`src/rtl/waveram_dac_driver.sv`:
```
// Fetches one wave RAM sample per tick and ships it to a 16-bit SPI DAC
// as {command nibble, 12-bit code}, then pulses LDAC to update the output.
module waveram_dac_driver #(
    parameter int         CLK_DIV    = 2,
    parameter logic [3:0] DAC_CONFIG = 4'b0011
) (
    input  logic        i_clock,
    input  logic        i_reset,
    input  logic        i_sample_tick,
    input  logic [12:0] i_waveram_address,
    output logic [12:0] o_ram_address,
    output logic        o_ram_read_enable,
    input  logic [11:0] i_ram_data,
    output logic        o_dac_cs_n,
    output logic        o_dac_sck,
    output logic        o_dac_sdi,
    output logic        o_dac_ldac_n,
    output logic        o_busy,
    output logic        o_sample_done,
    output logic        o_overrun,
    output logic [11:0] o_sample
);

    // state   | meaning
    // IDLE    | waiting for a sample tick
    // READ    | RAM read strobe asserted for one cycle
    // CAPTURE | RAM data valid; load frame, drop CS, present MSB
    // SHIFT   | 16 SCK periods, SDI updated on falling edges
    // CS_HIGH | CS released, CLK_DIV cycles before LDAC
    // LDAC    | LDAC low for CLK_DIV cycles; done pulses on the last one
    typedef enum logic [2:0] {
        IDLE,
        READ,
        CAPTURE,
        SHIFT,
        CS_HIGH,
        LDAC
    } state_t;

    localparam logic [7:0] DIV_LAST = 8'(CLK_DIV - 1);

    state_t      state;
    logic [7:0]  div_cnt;
    logic [3:0]  bit_cnt;
    logic [14:0] shift_reg;

    always_ff @(posedge i_clock or negedge i_reset) begin
        if (!i_reset) begin
            state             <= IDLE;
            div_cnt           <= '0;
            bit_cnt           <= '0;
            shift_reg         <= '0;
            o_ram_address     <= '0;
            o_ram_read_enable <= 1'b0;
            o_dac_cs_n        <= 1'b1;
            o_dac_sck         <= 1'b0;
            o_dac_sdi         <= 1'b0;
            o_dac_ldac_n      <= 1'b1;
            o_busy            <= 1'b0;
            o_sample_done     <= 1'b0;
            o_overrun         <= 1'b0;
            o_sample          <= '0;
        end else begin
            o_overrun <= i_sample_tick && (state != IDLE);
            case (state)
                IDLE: begin
                    if (i_sample_tick) begin
                        o_ram_address     <= i_waveram_address;
                        o_ram_read_enable <= 1'b1;
                        o_busy            <= 1'b1;
                        state             <= READ;
                    end
                end
                READ: begin
                    o_ram_read_enable <= 1'b0;
                    state             <= CAPTURE;
                end
                CAPTURE: begin
                    // MSB goes straight to SDI, so only the remaining 15 bits are kept
                    shift_reg  <= {DAC_CONFIG[2:0], i_ram_data};
                    o_dac_sdi  <= DAC_CONFIG[3];
                    o_sample   <= i_ram_data;
                    o_dac_cs_n <= 1'b0;
                    o_dac_sck  <= 1'b0;
                    div_cnt    <= DIV_LAST;
                    bit_cnt    <= 4'd15;
                    state      <= SHIFT;
                end
                SHIFT: begin
                    if (div_cnt != 8'd0) begin
                        div_cnt <= div_cnt - 8'd1;
                    end else begin
                        div_cnt <= DIV_LAST;
                        if (!o_dac_sck) begin
                            o_dac_sck <= 1'b1;
                        end else begin
                            o_dac_sck <= 1'b0;
                            if (bit_cnt == 4'd0) begin
                                o_dac_cs_n <= 1'b1;
                                o_dac_sdi  <= 1'b0;
                                state      <= CS_HIGH;
                            end else begin
                                bit_cnt   <= bit_cnt - 4'd1;
                                o_dac_sdi <= shift_reg[14];
                                shift_reg <= {shift_reg[13:0], 1'b0};
                            end
                        end
                    end
                end
                CS_HIGH: begin
                    if (div_cnt != 8'd0) begin
                        div_cnt <= div_cnt - 8'd1;
                    end else begin
                        o_dac_ldac_n  <= 1'b0;
                        div_cnt       <= DIV_LAST;
                        o_sample_done <= (CLK_DIV == 1);
                        state         <= LDAC;
                    end
                end
                LDAC: begin
                    // done is raised on the final LDAC cycle so a tick there counts as overrun
                    if (div_cnt != 8'd0) begin
                        div_cnt <= div_cnt - 8'd1;
                        if (div_cnt == 8'd1) o_sample_done <= 1'b1;
                    end else begin
                        o_dac_ldac_n  <= 1'b1;
                        o_busy        <= 1'b0;
                        o_sample_done <= 1'b0;
                        state         <= IDLE;
                    end
                end
                default: state <= IDLE;
            endcase
        end
    end

endmodule

```
`config.mk`:
```
export PLATFORM = sky130hd
export DESIGN_NAME = waveram_dac_driver
export DESIGN_NICKNAME = d
export VERILOG_FILES = /design/src/rtl/waveram_dac_driver.sv
export SDC_FILE = /design/constraint.sdc
export NUM_CORES = 1
export LEC_CHECK = 0
export ABC_AREA = 1
export ABC_CLOCK_PERIOD_IN_PS = 2600
export BUFFER_PORTS_ARGS = -buffer_cell sky130_fd_sc_hd__buf_2
export CAP_MARGIN = 20
export CORE_AREA = 2 2 76 78
export CTS_CLUSTER_SIZE = 12
export DETAILED_ROUTE_END_ITERATION = 12
export DIE_AREA = 0 0 78 80
export PLACE_DENSITY = 0.89
export SLEW_MARGIN = 10
export SYNTH_ARGS = -nofsm -noshare
export SYNTH_HDL_FRONTEND = slang
export SYNTH_SLANG_ARGS = --single-unit
```
`constraint.sdc`:
```
create_clock -name i_clock -period 2.6 [get_ports i_clock]
set_input_delay 0.39 -clock i_clock [delete_from_list [all_inputs] [get_ports i_clock]]
set_output_delay 0.39 -clock i_clock [all_outputs]
set_load 0.05 [all_outputs]
```
==> impl_results.md, run 1 <==
* Detailed-route vias per instance at ~5.2
* Worst hold margin at 0.2660 ns
* Routability Congestion at between 0.7 and 0.8
* Area Overhead vs Synth at 16.85%
* Yosys top cell by area: dfrtp_1
* Die Span Y at 80 um
* Worst EP required at 2.82 ns
* Row cnt at 27
* Fin crit share at 76.26%
* Synth unique cells at 27
* Initial DRC count at 157
* Largest stage delay on the critical path at 0.42 ns
* Design area at 3583 sq um
* Global-route wire length before repair at roughly 10000 um
* Syn Inst Count at around 330
* Layout cells sized above 1 at 30.85%
* Warnings, synthesis at 0
* Final ANT Viol Nets at 0
* Data arrival, critical path at approximately 2.2 ns
* Grt ovf at 0
* Die area at between 6000 and 7000 sq um
* Syn nets at 363
* Port bufs at 60
* Cts bufs inserted at 9
* Commonest cells in the netlist: nand2_1, dfrtp_1, inv_1, nor2_1, nand3_1
* CP max stage cell: dfrtp_1
* GRT Util Overall at 21.74%
* #FFs+latches synth at 63
* Main synth FF type: dfrtp_1
* Yosys top cell area share at between 40% and 50%
* Slew HR at a little over two thirds
* Status: finished clean
* Worst Setup End Kind: flip-flop
* Sum of buffers and inverters on the critical path at 2
* Peak Freq at a little over 500 MHz
* Post-synth EDFFs at 0
* Synth Area per Inst at roughly 9.3 sq um
* Setup CP Type: reg -> reg
* Initial Util at between 50% and 60%
* Initial antenna violation count at 0
* Vias in the first global route at between 2000 and 2500
* Setup-failing EPs final at 0
* Max_cap viols at 0
* Max FFs per register at 15
* Post-Route WL at 6246 um
* Ant. Diodes at 0
* Core Footprint at around 5400 sq um
* Critical path's top delay family: simple AND/OR/NAND/NOR gates
* Sink Count at 63
* # IOs at 61
* Root Driver: clkbuf_8
* Clock Skew at approximately 0.0097 ns
* Post-route DRC violation count at 0
* Crit path cell chain: inv_1 -> ha_1 -> inv_1 -> nor2_2 -> nand2_2 -> nand2_1 -> nand3_4 -> nand2_1 -> o21ai_2
* Post-Place Cell Area at about 3400 sq um
* Worst-path clk slew at around 0.070 ns
* Placed wire-length estimate at ~4500 um
* Worst Tran Pin Value at 0.4398 ns
* Min-delay worst type: in -> reg
* H-tree depth at 3
* Worst Setup Start Kind: flip-flop
* Final min period at approximately 2.0 ns
* Clock latency on the worst-skew pair at between 0.3 and 0.4 ns
* RSZ-0062 raised after global routing: no
* Final hold viol count at 0
* First-pass iteration count of the detailed router at 4
* CTS Buffer Depth at 2
* Mapped cell area at ~3100 sq um
* Via count at around 2400
* Final Max Slew Viols at 0
* Crit Path Max Fanout at 37
* Synth area leaders: dfrtp_1, nand2_1, mux2_4
* Largest net degree at the start of global routing at 38
* Drt wl/cell at between 10 and 15 um
* Final setup TNS at 0 ns
* CTS resizes at 0
* Die Width at 78 um
* Layout Nets at 430
* Most frequent cell after synthesis: nand2_1
* Post-synth ARST share at 100.0%
* Sequential cell area fraction in the yosys report at 51.49%
* CTS tree: done
## layout by cell type, fill, tap and decap left out, types with 2 or more instances in the layout
| master | netlist | final |
|---|---|---|
| nor2_2 | 3 | 3 |
| xor2_1 | 3 | 3 |
| dfrtp_1 | 61 | 61 |
| mux2_2 | 5 | 5 |
| nor2_1 | 21 | 21 |
| ha_1 | 4 | 4 |
| nand3_4 | 3 | 3 |
| nand2_1 | 103 | 103 |
| mux2_4 | 8 | 8 |
| o21ai_2 | 11 | 11 |
| nor2_4 | 3 | 3 |
| inv_2 | 5 | 5 |
| buf_4 | 2 | 3 |
| nand3_1 | 18 | 18 |
| mux2i_1 | 7 | 7 |
| clkinv_2 | 0 | 3 |
| o21ai_1 | 10 | 10 |
| nand2_2 | 6 | 6 |
| buf_2 | 2 | 60 |
| inv_1 | 27 | 27 |
| dfstp_2 | 2 | 2 |
| nand4_1 | 4 | 4 |
| clkbuf_8 | 0 | 10 |
| o21ai_0 | 15 | 15 |
## cell families after synthesis
group                      share of synthesized area (%)
AOI/OAI and AO/OA                                  7.875
xor gates and xnor gates                          0.8569
adders and majority gates                          1.632
buffers and inverters                              6.201
DFF                                                51.49
muxes                                              8.038
and+or+nand+nor                                    23.91
## final timing paths
kind | end | from | cells after the start | slack (ns)
max | shift_reg[3] | div_cnt[0] | 9 | 0.62
min | shift_reg[0] | i_ram_data[0] | 3 | 0.27
max reg2reg | shift_reg[3] | div_cnt[0] | 9 | 0.62
max in group asynchronous | o_dac_ldac_n | i_reset | 3 | 1.39
min reg2reg | shift_reg[0] | shift_reg[0] | 2 | 0.47
min in group asynchronous | div_cnt[6] | i_reset | 2 | 0.51
## what timing repair did
item                                   4_1_cts  5_1_grt
buffers inserted                             0        0
hold buffers                                 1        0
endpoints found under the hold margin       15        0
## layer usage
metal  part of all wire, %  global-route usage (%)  up-vias
li1                      -                       -     1193
met1                    44                   27.35     1156
met2                    49                   35.17       80
met3                   5.0                   4.638       20
met4                   2.5                   11.93        0
met5                     0                       0        -
## tightest hold or removal path, delay by kind of cell
kind,cells,cell delay (ns)
buffers and inverters,1,0.07
AND/OR/NAND/NOR,2,0.11
## cell type report
class,count,area [sq um]
timing repair buffer,64,332.8
fill,442,1822
inverter,32,120.1
multi-input combinational,228,1297
clock inverter,4,22.52
tap,72,90.09
clock buffer,11,141.4
sequential,63,1579
## metrics by stage
| stage | cells | setup WS (ns) | utilization, % |
|---|---|---|---|
| after CTS | 474 | 0.6071 | 66.30 |
| after global routing | 474 | 0.3990 | 66.30 |
| final | 474 | 0.6172 | 66.30 |
| after floorplan | 331 | 0.9909 | - |
| after global placement | 458 | 0.7217 | 63.08 |
| after detailed placement | 458 | 0.6205 | 63.08 |
Power of run 1 is not shown: default switching activity piles up to over one toggle a cycle in this logic, so the estimate is an artifact.
==> run 2, diff against run 1 <==
Settings changed: ABC_AREA 1 to 0, ABC_CLOCK_PERIOD_IN_PS 2600 to 1700, CORE_AREA 2 2 76 78 to 2 2 83 85, DIE_AREA 0 0 78 80 to 0 0 85 87, PLACE_DENSITY 0.89 to 0.82.
Clock period 2.6 ns to 1.7 ns, I/O delays scaled along.
==> run 2 against run 1 <==
The flow now finishes with violations (negative setup slack). Global-route usage rose by 1.1 points. Count of clock-buffer cells in the layout grew 2. Hold slack got worse by 0.14 ns. Cell area increased by 19%. Sequential cell count unchanged. Die area rose by 19%. Utilization fell by 1.2 points. Critical endpoint is now shift_reg[10]. Highest routed layer unchanged.
==> impl_results.md, run 2 <==
* Switching Fraction at about two fifths
* Initial DRC count at 241
* Max_cap viols at 0
* Area Overhead vs Synth at 34.20%
* Reg2Reg Capture Point: shift_reg[10]
* Via count at 2679
* Crit Path Max Fanout at 6
* Yosys top cell area share at 47.90%
* Setup CP Type: reg -> reg
* Commonest cells in the netlist: dfrtp_1, nand2_1, mux2_2, a21oi_1, o21ai_0
* Met3 routed WL at about 460 um
* Worst Setup End Kind: flip-flop
* Worst setup path startpoint: div_cnt[1]
* Failing checks: negative setup slack
* Cts bufs inserted at 9
* Worst Setup Start Kind: flip-flop
* Core Util, Final at approximately two thirds
* Largest net degree at the start of global routing at 25
* # IOs at slightly above 60
* Root Driver: clkbuf_8
* Worst Tran Pin Value at roughly 0.56 ns
* Layout cells sized above 1 at around 50%
* Crit path to: shift_reg[10]
* Global-route wire length before repair at ~13000 um
* CTS Buffer Depth at 2
* Initial Util at between 40% and 50%
* CTS tree: done
* Die Span Y at 87 um
* Ant. Diodes at 0
* Leakage at about 2.1 nW
* Synth area leaders: dfrtp_1, mux2_2, nand2_1
* Drt wl/cell at 16.93 um
* Routed length on met2 at 4369 um
* Warnings, synthesis at 0
* Post-synth EDFFs at 0
* FF-to-FF Start: div_cnt[1]
* Final min period at between 1.5 and 2 ns
* CP max stage cell: dfrtp_1
* Int Power at 4.005 mW
* Post-synth ARST share at 100.0%
* Sequential cell area fraction in the yosys report at 49.55%
* Final worst slack at -0.1328 ns
* Combinational Power Share at 45.1%
* Clock latency on the worst-skew pair at 0.35 ns
* Worst EP required at slightly below 2 ns
* Yosys top cell by area: dfrtp_1
* Worst-path clk slew at around 0.07 ns
* Status: complete, but fails checks
* Vias in the first global route at 2841
* Final hold viol count at 0
* Crit path cell chain: inv_2 -> ha_4 -> nor4b_4 -> a31oi_4 -> nor2_4 -> mux2_4
* Commonest non-fill, non-tap cells in the layout: buf_2, dfrtp_1, buf_4, nand2_1, mux2_2
* Reg power frac at ~36%
* Detailed-route vias per instance at 5.581
* Syn nets at around 320
* Setup-failing EPs final at 25
* Slew HR at a little over three fifths
* Total power at roughly 6.7 mW
* Synth Area per Inst at approximately 11 sq um
* Port bufs at 60
* Grt ovf at 0
* Routed length on met1 at a little over 3000 um
* R2r setup slk at -0.13 ns
* Post-route DRC violation count at 0
* Largest stage delay on the critical path at ~0.39 ns
* Final setup TNS at -1.559 ns
* Data arrival, critical path at approximately 2 ns
* R2r worst-path depth at 6
* #FFs+latches synth at 63
* Row cnt at 30
* Hold depth at 3
* Post-Route WL at between 8000 and 9000 um
* First-pass iteration count of the detailed router at 4
* Initial antenna violation count at 0
* Die area at about 7400 sq um
* Commonest non-fill, non-tap cell in the layout: buf_2
* Mapped cell area at between 3000 and 4000 sq um
* Net Switching at between 2 and 3 mW
* Die Width at 85 um
* Clk pwr share at a little under a fifth
* Layout Nets at ~430
* RSZ-0062 raised after global routing: yes
* H-tree depth at 3
* Clock Skew at 0.01084 ns
* Final Max Slew Viols at 0
* Peak supply drop at 1197 uV
* Synth unique cells at between 60 and 70
* Core Footprint at approximately 6600 sq um
* GRT Util Overall at between 20% and 30%
* Routability Congestion at 0.9119
* Top Metal Used: met4
* Peak Freq at ~550 MHz
* Main synth FF type: dfrtp_1
* PwrDens at around 1600 nW/um^2
* Placed wire-length estimate at between 5000 and 6000 um
* Syn Inst Count at about 280
* Final ANT Viol Nets at 0
* Sink Count at 63
* Fin crit share at 107.8%
* Max FFs per register at 15
* Min-delay worst type: in -> reg
* Most frequent cell after synthesis: dfrtp_1
==> run 2: cell types whose count changed after synthesis, sizes merged, moves of 5 or more <==
cell and delta:
a21oi +13, buf +5, clkbuf +5, inv -26, mux2 +24, mux2i -5
nand2 -63, nand3 -17, nor2 -17, nor3 +7, o21ai -23
==> run 2: cell type report <==
class	instances	area, sq um
clock inverters	3	42.54
clock buffers	13	148.9
flip-flops and latches	63	1582
fillers	481	2292
well taps	80	100.1
multi-input cells	197	1590
inverters	6	22.52
repair buffers	118	790.8
==> run 2: kinds of logic after synthesis <==
logic type,count (synthesis),synth area share [%]
compound gates,57,12.76
fa+ha+maj,4,1.571
mux,39,14.53
buf+inv,24,4.829
flops,63,49.55
simple gates,96,16.76
==> run 2: critical path, delay by kind of cell, from the launching register on <==
family | cells | cell delay, ns
AND/OR/NAND/NOR | 2 | 0.55
flip-flops | 1 | 0.39
multiplexers | 1 | 0.34
AO/OA/AOI/OAI | 1 | 0.22
adder cells (fa/ha/maj) | 1 | 0.13
buffers and inverters | 1 | 0.09
==> run 2: stage by stage <==
step	hold slack, ns	instance area [sq um]	cells	setup slack (ns)
after CTS	0.1238	4222	478	-0.1284
after global placement	0.2663	3859	453	-0.08887
after floorplan	-0.04059	3192	283	-0.1336
after detailed placement	0.2710	3859	453	-0.1700
after global routing	0.1259	4277	480	-0.2091
final	0.1241	4277	480	-0.1328
==> run 2: worst min path at each step <==
| stage | from | slack (ns) | end |
|---|---|---|---|
| 3_5_place_dp | i_reset | 0.27 | div_cnt[5] |
| 6_report | i_ram_data[0] | 0.12 | o_sample[0] |
| 3_3_place_gp | i_reset | 0.27 | div_cnt[5] |
| 4_1_cts | i_ram_data[0] | 0.12 | o_sample[0] |
| 2_1_floorplan | i_reset | -0.04 | bit_cnt[0] |
| 5_1_grt | i_waveram_address[4] | 0.13 | o_ram_address[4] |
==> run 2: power groups by stage <==
stage / clock (mW) / combinational (mW) / sequential (mW)
2_1_floorplan: 0 / 1.09 / 3.19
4_1_cts: 1.32 / 2.95 / 2.41
6_report: 1.30 / 3.04 / 2.41
3_3_place_gp: 0 / 2.72 / 2.38
3_5_place_dp: 0 / 2.79 / 2.41
5_1_grt: 1.38 / 3.24 / 2.48
==> run 2: metal layers <==
layer	GRT usage [%]	vias up
met5	0	-
met4	9.524	0
met3	6.256	23
met2	40.27	96
met1	26.26	1322
li1	-	1238
==> run 2: repair_timing <==
item	in CTS	in global routing
hold buffers	1	0
pin swaps	10	6
setup buffers	7	3
setup endpoints to repair	24	60
gates cloned	1	0
resized for setup	22	11
endpoints found under the hold margin	17	0
Note: power is estimated with default switching activity, not from simulation.
==> run 3, diff against run 2 <==
Settings changed: CORE_AREA 2 2 83 85 to 2 2 82 84, CTS_BUF_LIST set to sky130_fd_sc_hd__clkbuf_2 sky130_fd_sc_hd__clkbuf_4 sky130_fd_sc_hd__clkbuf_8, DIE_AREA 0 0 85 87 to 0 0 84 86, PLACE_DENSITY 0.82 to 0.84.
==> run 3 against run 2 <==
The flow still finishes with violations (negative setup slack). First-iteration DRC count is 24% lower. Largest power group unchanged. Critical path depth up 2. Clock power rose by 15%. Hold slack improved by 0.0037 ns. Combinational power grew 3%.
==> impl_results.md, run 3 (same netlist as run 2, synthesis figures left out) <==
* Max_cap viols at 0
* RSZ-0062 raised after global routing: yes
* Vias in the first global route at ~2700
* Worst-path clk slew at about 0.08 ns
* First-pass iteration count of the detailed router at 5
* Min-delay worst type: in -> reg
* CTS Buffer Depth at 2
* Sink Count at 63
* Initial Util at slightly above 50%
* Detailed-route vias per instance at 5.610
* Layout Nets at roughly 430
* Placed wire-length estimate at 5150 um
* Peak supply drop at between 1000 and 1500 uV
* Worst Setup End Kind: flip-flop
* Peak Freq at approximately 540 MHz
* Commonest non-fill, non-tap cell in the layout: buf_2
* CTS tree: done
* Sum of buffers and inverters on the critical path at 3
* R2r worst-path depth at 8
* WP depth at 8
* Fill cell count at between 400 and 500
* Failing checks: negative setup slack
* Setup CP Type: reg -> reg
* Final ANT Viol Nets at 0
* Fin crit share at 108.6%
* Max FFs per register at 15
* Largest stage delay on the critical path at around 0.40 ns
* Die Width at between 80 and 90 um
* Final hold viol count at 0
* Die Span Y at 86 um
* Grt ovf at 0
* Worst EP required at just under 2 ns
* Worst Setup Start Kind: flip-flop
* Commonest non-fill, non-tap cells in the layout: buf_2, dfrtp_1, buf_4, nand2_1, mux2_2
* Critical path's top delay family: flip-flops
* Core Util, Final at between 70% and 80%
* Hold depth at 2
* CP max stage cell: dfrtp_1
* Initial antenna violation count at 0
* Largest net degree at the start of global routing at 64
* Layout cells sized above 1 at a little over half
* Core Footprint at between 6000 and 7000 sq um
* Crit Path Max Fanout at 5
* Final setup TNS at -2.612 ns
* Cts bufs inserted at 9
* Crit path cell chain: inv_2 -> ha_4 -> nor4b_4 -> buf_6 -> buf_6 -> a21oi_2 -> o211ai_1 -> mux2i_1
* Slew HR at 74.38%
* Final worst slack at -0.1470 ns
* Final min period at 1.847 ns
* Root Driver: clkbuf_8
* H-tree depth at 3
* Area Overhead vs Synth at 38.63%
* Post-route DRC violation count at 0
* Drt wl/cell at about 17 um
* Post-Route WL at about 8400 um
* Status: complete, but fails checks
* Via count at 2687
* Final Max Slew Viols at 0
* Data arrival, critical path at ~2.1 ns
* GRT Util Overall at a little under a quarter
* Clock latency on the worst-skew pair at 0.35 ns
* Port bufs at 60
* Row cnt at 29
* Routability Congestion at about 0.9
* Most Frequent Cell on Critical Path: buf_6
* Leakage at between 2 and 2.5 nW
* PwrDens at roughly 1600 nW/um^2
* Global-route wire length before repair at 12920 um
* Setup-failing EPs final at 28
* Initial DRC count at 183
* Clock Skew at around 0.0082 ns
* Worst Tran Pin Value at approximately 0.38 ns
* # IOs at between 60 and 70
* Die area at slightly above 7000 sq um
* Ant. Diodes at 0
## run 3: changes by cell type in the layout (fill, tap and decap cells not counted), moves of 3 or more
cell,delta
clkbuf_1,-3
o21ai_1,+6
a21oi_2,+3
buf_6,+4
o21ai_0,-6
## run 3: worst reg2reg max path: stages, from the launching register on
cell and delay (ns):
dfrtp_1 0.40, inv_2 0.09, ha_4 0.13, nor4b_4 0.30
buf_6 0.18, buf_6 0.11, a21oi_2 0.10, o211ai_1 0.24
mux2i_1 0.21
## run 3: stage by stage
stage	cell area, sq um	std cells	worst slack (ns)	power (mW)	hold slack, ns
global route	4418	479	-0.2482	7.438	0.1136
global placement	3817	445	-0.06670	4.991	0.2897
floorplan	3192	283	-0.1336	4.283	-0.04059
CTS	4207	468	-0.1262	6.860	0.1125
detailed placement	3817	445	-0.1585	5.112	0.2945
finish	4418	479	-0.1470	7.071	0.1278
## run 3: cell type report
class                      instances  area (sq um)  area share [%]
multi-input combinational        196          1647           37.27
sequential                        63          1582           35.80
timing repair buffer             121         840.8           19.03
clock buffer                      10         137.6           3.115
tap                               77         96.34           2.181
clock inverter                     6         92.59           2.096
inverter                           6         22.52          0.5098
## run 3: where the power goes
part	switching, mW	internal (mW)	total (mW)
Sequential	0.408	2.03	2.44
Clock	0.633	0.872	1.50
Combinational	1.82	1.31	3.13
Total	2.86	4.21	7.07
## run 3: metal layers
layer | routed length (um) | share of wire, % | GRT usage [%]
met1 | 3381 | 40 | 27.98
met2 | 4191 | 50 | 38.62
met3 | 522 | 6.2 | 5.197
met4 | 273 | 3.3 | 9.971
met5 | 0 | 0 | 0
## run 3: worst paths after layout
check	startpoint	to	slack, ns
worst max-delay path	div_cnt[0]	div_cnt[7]	-0.15
worst min-delay path	i_waveram_address[0]	o_ram_address[0]	0.13
worst max register to register	div_cnt[0]	div_cnt[7]	-0.15
worst min register to register	o_dac_sdi	o_dac_sdi	0.50
max in group asynchronous	i_reset	o_dac_ldac_n	0.93
min in group asynchronous	i_reset	o_ram_address[3]	0.44
## run 3: what timing repair did
item / in CTS / in global routing
endpoints found under the setup margin: 26 / 53
hold endpoints to repair: 61 / 0
hold buffers: 1 / 0
setup buffers: 6 / 12
resized for setup: 21 / 38
pin swaps: 5 / 16
